## src/rtl/regfile.sv

```systemverilog
// 32 x DATA_W integer register file with two combinational read ports and a busy scoreboard.
// Define REGFILE_BYPASS_EN to forward same-cycle write-back data (and clear busy) on the read ports.
module regfile #(
    parameter int DATA_W = 32,
    parameter int ADDR_W = 5
) (
    input  logic              clk,
    input  logic              rst,
    input  logic [ADDR_W-1:0] wb_num,
    input  logic              wb_reg,
    input  logic [DATA_W-1:0] wb_data,
    input  logic              re1,
    input  logic [ADDR_W-1:0] raddr1,
    output logic [DATA_W-1:0] rdata1,
    input  logic              re2,
    input  logic [ADDR_W-1:0] raddr2,
    output logic [DATA_W-1:0] rdata2,
    input  logic              issue_en,
    input  logic [ADDR_W-1:0] issue_num,
    output logic              busy1,
    output logic              busy2,
    output logic              stall
);
    localparam int NREG = 1 << ADDR_W;

    logic [DATA_W-1:0] regs_q [NREG];
    logic [NREG-1:0]   busy_q;
    logic [NREG-1:0]   busy_d;

    logic wb_hit;
    logic issue_hit;

    assign wb_hit    = wb_reg && (wb_num != '0);
    assign issue_hit = issue_en && (issue_num != '0);

    genvar gi;
    generate
        for (gi = 0; gi < NREG; gi++) begin : g_reg
            localparam logic [ADDR_W-1:0] IDX = ADDR_W'(gi);
            if (gi == 0) begin : g_zero
                // x0 is hard-wired: never written, never busy.
                assign busy_d[gi] = 1'b0;
                always_ff @(posedge clk) begin
                    regs_q[gi] <= '0;
                end
            end else begin : g_gpr
                // Set beats clear: a same-cycle issue names a younger producer.
                assign busy_d[gi] = rst                          ? 1'b0 :
                                    (issue_hit && issue_num == IDX) ? 1'b1 :
                                    (wb_hit && wb_num == IDX)       ? 1'b0 :
                                    busy_q[gi];
                always_ff @(posedge clk) begin
                    if (rst) begin
                        regs_q[gi] <= '0;
                    end else if (wb_hit && wb_num == IDX) begin
                        regs_q[gi] <= wb_data;
                    end
                end
            end
        end
    endgenerate

    always_ff @(posedge clk) begin
        busy_q <= busy_d;
    end

    logic [1:0]        re_v;
    logic [ADDR_W-1:0] raddr_v [2];
    logic [DATA_W-1:0] rdata_v [2];
    logic [1:0]        busy_v;

    assign re_v       = {re2, re1};
    assign raddr_v[0] = raddr1;
    assign raddr_v[1] = raddr2;

    generate
        for (gi = 0; gi < 2; gi++) begin : g_port
            always_comb begin
                rdata_v[gi] = '0;
                busy_v[gi]  = 1'b0;
                if (!rst && re_v[gi] && raddr_v[gi] != '0) begin
                    rdata_v[gi] = regs_q[raddr_v[gi]];
                    busy_v[gi]  = busy_q[raddr_v[gi]];
`ifdef REGFILE_BYPASS_EN
                    if (wb_hit && wb_num == raddr_v[gi]) begin
                        rdata_v[gi] = wb_data;
                        busy_v[gi]  = 1'b0;
                    end
`endif
                end
            end
        end
    endgenerate

    assign rdata1 = rdata_v[0];
    assign rdata2 = rdata_v[1];
    assign busy1  = busy_v[0];
    assign busy2  = busy_v[1];
    assign stall  = busy_v[0] | busy_v[1];

endmodule

```

## config.mk

```make
export PLATFORM = sky130hd
export DESIGN_NAME = regfile
export DESIGN_NICKNAME = d
export VERILOG_FILES = /design/src/rtl/regfile.sv
export SDC_FILE = /design/constraint.sdc
export NUM_CORES = 2
export LEC_CHECK = 0
export BUFFER_PORTS_ARGS = -buffer_cell sky130_fd_sc_hd__buf_2
export CORE_MARGIN = 2
export CORE_UTILIZATION = 57
export DETAILED_ROUTE_END_ITERATION = 8
export PLACE_DENSITY = 0.86
export RECOVER_POWER = 50
export SYNTH_ARGS = -nofsm -noshare
export SYNTH_HDL_FRONTEND = slang
export SYNTH_SLANG_ARGS = --single-unit
```

## constraint.sdc

```tcl
create_clock -name clk -period 7.7 [get_ports clk]
set_input_delay 2.31 -clock clk [delete_from_list [all_inputs] [get_ports clk]]
set_output_delay 2.31 -clock clk [all_outputs]
set_load 0.005 [all_outputs]
```

# After elaboration in Yosys (flattened, before gate mapping)
# Memory sizes are Yosys's and may differ from the RTL's.
# Cells that the tools add are included.
dict set report word_totals {
  regBits 31
  mem_bits_rw 1024
  input_bits 58
  out_inout_bits 67
  wordCells 428
  mem_count 1
}
dict set report op_classes {
  n_lt_le_gt_ge 2
  n_eq_ne 62
  mux 196
  bitwise 32
  reduce_logical 104
}
# name words width rd rd_ports_with_merged_regs write_ports line_no
set memory_table {}
lappend memory_table {regs_q 32 32 2 0 32 26} ;# logic [DATA_W-1:0] regs_q [NREG];
# op count
set ops {}
lappend ops {{$mux 32} 33}
lappend ops {{$mux 1} 161}
lappend ops {{$eq 5x5->1 const B} 32}
lappend ops {{$eq 5x4->1 const B} 16}
lappend ops {{$logic_and 1x1->1} 68}
lappend ops {{$reduce_bool 2->1} 31}
lappend ops {{$eq 5x3->1 const B} 8}
lappend ops {{$or 1x1->1} 32}
lappend ops {{$eq 5x2->1 const B} 4}
lappend ops {{$reduce_bool 5->1} 4}
lappend ops {{$lt 5x6->1 const B} 2}
lappend ops {{$bmux 1 s5} 2}
lappend ops {{$eq 5x1->1 const B} 2}
lappend ops {{$logic_not 1->1} 1}

# Logic depth before layout (Yosys ltp)
dict set report depth {
  ltp_word 7
  ltp_mapped 10
  depth_no_buf 5
}

# Least setup slack after synthesis
# No wires, ideal clock.
dict set report synth_timing {
  path_type {input -> output}
  startpoint {input port raddr1[1]}
  endpoint {output port rdata1[16]}
  arrival_ns 4.092
  t_required_ns 5.390
  slack_ns 1.298
  stages 6
  path_buffers 3
  cell_sequence {buf_2 > clkbuf_1 > clkbuf_1 > mux4_2 > mux4_2 > a32o_1}
}
dict set report synth_between {
  elab_chain_len 3
  word_cells_on_any_way 4
  cone_classes {mux (1); reduce/logical (2); memory (1)}
}
# element line_no
set synth_rtl {}
lappend synth_rtl {{start: declaration} 13} ;# input logic [ADDR_W-1:0] raddr1,
lappend synth_rtl {{parallel branches: the longest is 2 deep, another holds $mem_v2 32x32} n/a}
lappend synth_rtl {{$mux 32 *} 81} ;# if (!rst && re_v[gi] && raddr_v[gi] != '0) begin
lappend synth_rtl {{end: declaration} 14} ;# output logic [DATA_W-1:0] rdata1,
# Every way passes the cells marked *.

# Worst setup path in the final report
dict set report layout_timing {
  startpoint {input port raddr1[0]}
  endpoint {output port rdata1[11]}
}
# Same word-level chain as after synthesis.

==> impl_metrics.yaml <==
logic_synthesis:
  synth.lib_cells_used.distinct: 48
  syn-cell-area_um2: 55100
  yosys-top-cells-count: "and2_1, edfxtp_1, mux4_2, clkbuf_1, nand2_1"
  synth.most_common_cell: "and2_1"
  synth_seq_cells: 1023
  post_syn_nets: 3825
  cells_after_synth: 3767
  ys_dominant_reg_cell: "edfxtp_1"
  synth_top_area_share_pct: 54.1
  asyncSetResetFlopFracSynth_pct: 0
  synth_enable_flop_cells: 992
  synth_warnings: 0
  avgSynthCellArea_um2: 14.6
  synth_top_cell_by_area: "edfxtp_1"
  synth.yosys.seq_area_share_pct: 55.2
  ys_top_cells_by_area: "edfxtp_1, mux4_2, and2_1"
final_layout:
  area_delta_synth_final_pct: 9.61
  layout.cell_area.non_filler_um2: 60400
  final_layout_size_suffix_gt1_share_pct: 26.7
  postLayoutCoreUtil_pct: 62.7
  nNetsFinal: 3795
routing:
  vias: 39200
  wirelength_um: 195000
  residual_drc: 0
  post_drt_wl_per_cell_um: 38.0
  drt_first_pass_iters: 6
  first_iter_violations: 8126
  detail_route.vias_per_cell: 7.65
  ant_nets: 0
critical_path:
  cp.buffers_inverters: 3
  start_kind: "primary input"
  cp_top_family: "buffers and inverters"
  crit_path_top_delay_cell: "mux4_2"
  path_class: "primary input to primary output"
  worst-endpoint-required_ps: 5390
  cp_data_arrival_time_ps: 4890
  endpoint_kind: "primary output"
  timing.critical_path.fanout_max: 43
  max_stage_delay_ps: 530
  cp_cell_sequence: "buf_8 > buf_4 > mux4_2 > mux2i_1 > nor2_1 > a21oi_1 > o21ai_0 > buf_2"
grt:
  grt_pass1_vias: 38700
  largest_net_degree_at_the_start_of_global_routing: 71
  gr-usage-all-layers_pct: 39.3
  antenna_found_initial: 44
  grt-ovfl-total: 0
  grt_pass1_wl_um: 272000
job:
  max_cap_viol: 46
pwr:
  power.density_cell_area_nw_per_um2: 216
  peakVddDrop_uv: 188
  power.leakage_nw: 20.6
timing:
  fmax_mhz: 139
  final.setup_skew_ps: 0
  final-setup-viol-count: 0
  hold_viol: 0
  setup_ws_ps: 501
  slew_headroom_pct: -183
  pins_over_their_slew_limit: 1107
  tns_ps: 0
  fin_crit_sh_pct: 93.5
  grt_setup_unrepaired: "false"
  timing_worst_slew_pin_value_ps: 4250
  timing.final.crit_period_ps: 7200
placed_design:
  dp_slack_ps: 612
  port_buffers: 124
  dpl-instance-area_um2: 57500
  finalWeightedCongestion: 0.914
  hpwl_um: 108000
floorplan:
  die_w_um: 315
  placementRows: 114
  dieArea_um2: 99100
  io_pins: 125
  core-area_um2: 96300
  fp.dieH_um: 315
  start_util_pct: 57.2
clock_tree:
  worst_setup_hold_path_clk_slew_ps: 60
  ctsLongestPathBuffers: 3
  cts.htree.levels: 3
  cts-root-buf: "clkbuf_16"
  post_cts.resized_instances: 0
  cts_inserted_buffers: 98
  clock_insertion_delay_worst_skew_ps: 700
  tritoncts: "done"
  postCtsSetupRepairBufs: 0
  post_cts_hold_buffer_count: 0
  cts_num_sinks: 1023
status:
  status: "finished, violations left"
  violated_checks: "capacitance limit, slew limit"
hold_path:
  hold_path_class: "flip-flop to flip-flop"
[worst reg2reg max path, stage by stage (launching register included)]
cell,delay [ps]
dfxtp_1,340
inv_1,70
o21ai_0,90
[layout make-up]
cell class,instances,area (um^2)
diodes,45,113
clock buffers,118,2570
clock inverters,57,513
fillers,6364,35900
inverters,37,141
multi-input cells,2306,23100
flip-flops and latches,1023,30400
well taps,1276,1600
repair buffers,271,1960
[registers in the layout, indices dropped and copies added, names as in the netlist]
register	count
regs_q	992
busy_q	31
[report_power, final]
group / switching [mW] / internal [mW]
combinational: 0.941 / 0.681
clock: 2.16 / 2.64
sequential: 0.181 / 6.43
[layout by cell type, fill, tap and decap left out, types with 6 or more instances in the layout]
cell type  count
o21bai_4       6
a21o_2        12
nor2b_1        9
edfxtp_1     992
inv_1         35
nand2_1      194
and2_0       208
a21oi_1      106
mux4_2       523
nor3_1        38
buf_12        23
a22o_1        17
and2_1       785
nand2b_1      13
mux2i_1       49
nand3_1        8
a32o_1        14
a21o_1         9
buf_2        114
bufinv_16      8
a211oi_1      28
clkinv_2      18
mux2_2        72
diode_2       45
nor2_1        71
buf_4         98
o21ai_0       48
clkinv_1      21
a221oi_1      31
clkbuf_1      48
clkbuf_16    100
nor2_4        17
dfxtp_1       31
[kinds of logic (layout without fill, tap and decap cells)]
logic type             Yosys count  after routing  synth area share (%)
and+or+nand+nor               1364           1364                  14.1
DFF                           1023           1023                  55.2
muxes                          644            644                  23.7
buffers and inverters          438            483                  3.36
AOI/OAI and AO/OA              298            298                  3.56
other                            0             45                     0
[final timing paths]
path | end | slack (ps) | depth (start not counted) | startpoint
setup / recovery | rdata1[11] | 500 | 8 | raddr1[0]
hold / removal | busy_q[7] | 490 | 2 | busy_q[7]
setup reg to reg | busy_q[12] | 6920 | 2 | busy_q[12]
hold reg to reg | busy_q[7] | 490 | 2 | busy_q[7]
[through the flow]
step,hold slack (ps),power [mW],std cells
global route,513,13.2,5106
floorplan,442,7.63,3767
detailed placement,481,8.22,4913
CTS,491,12.9,5088
global placement,465,8.16,4913
finish,488,13.0,5133
[per-layer routing]
metal	GRT usage [%]	vias to the layer above	part of all wire, %
li1	-	14300	-
met1	48.7	18800	29
met2	53.8	4943	42
met3	20.1	1202	21
met4	25.9	31	8.3
met5	0.870	-	0.15
Power figures use the tool's default switching activity.
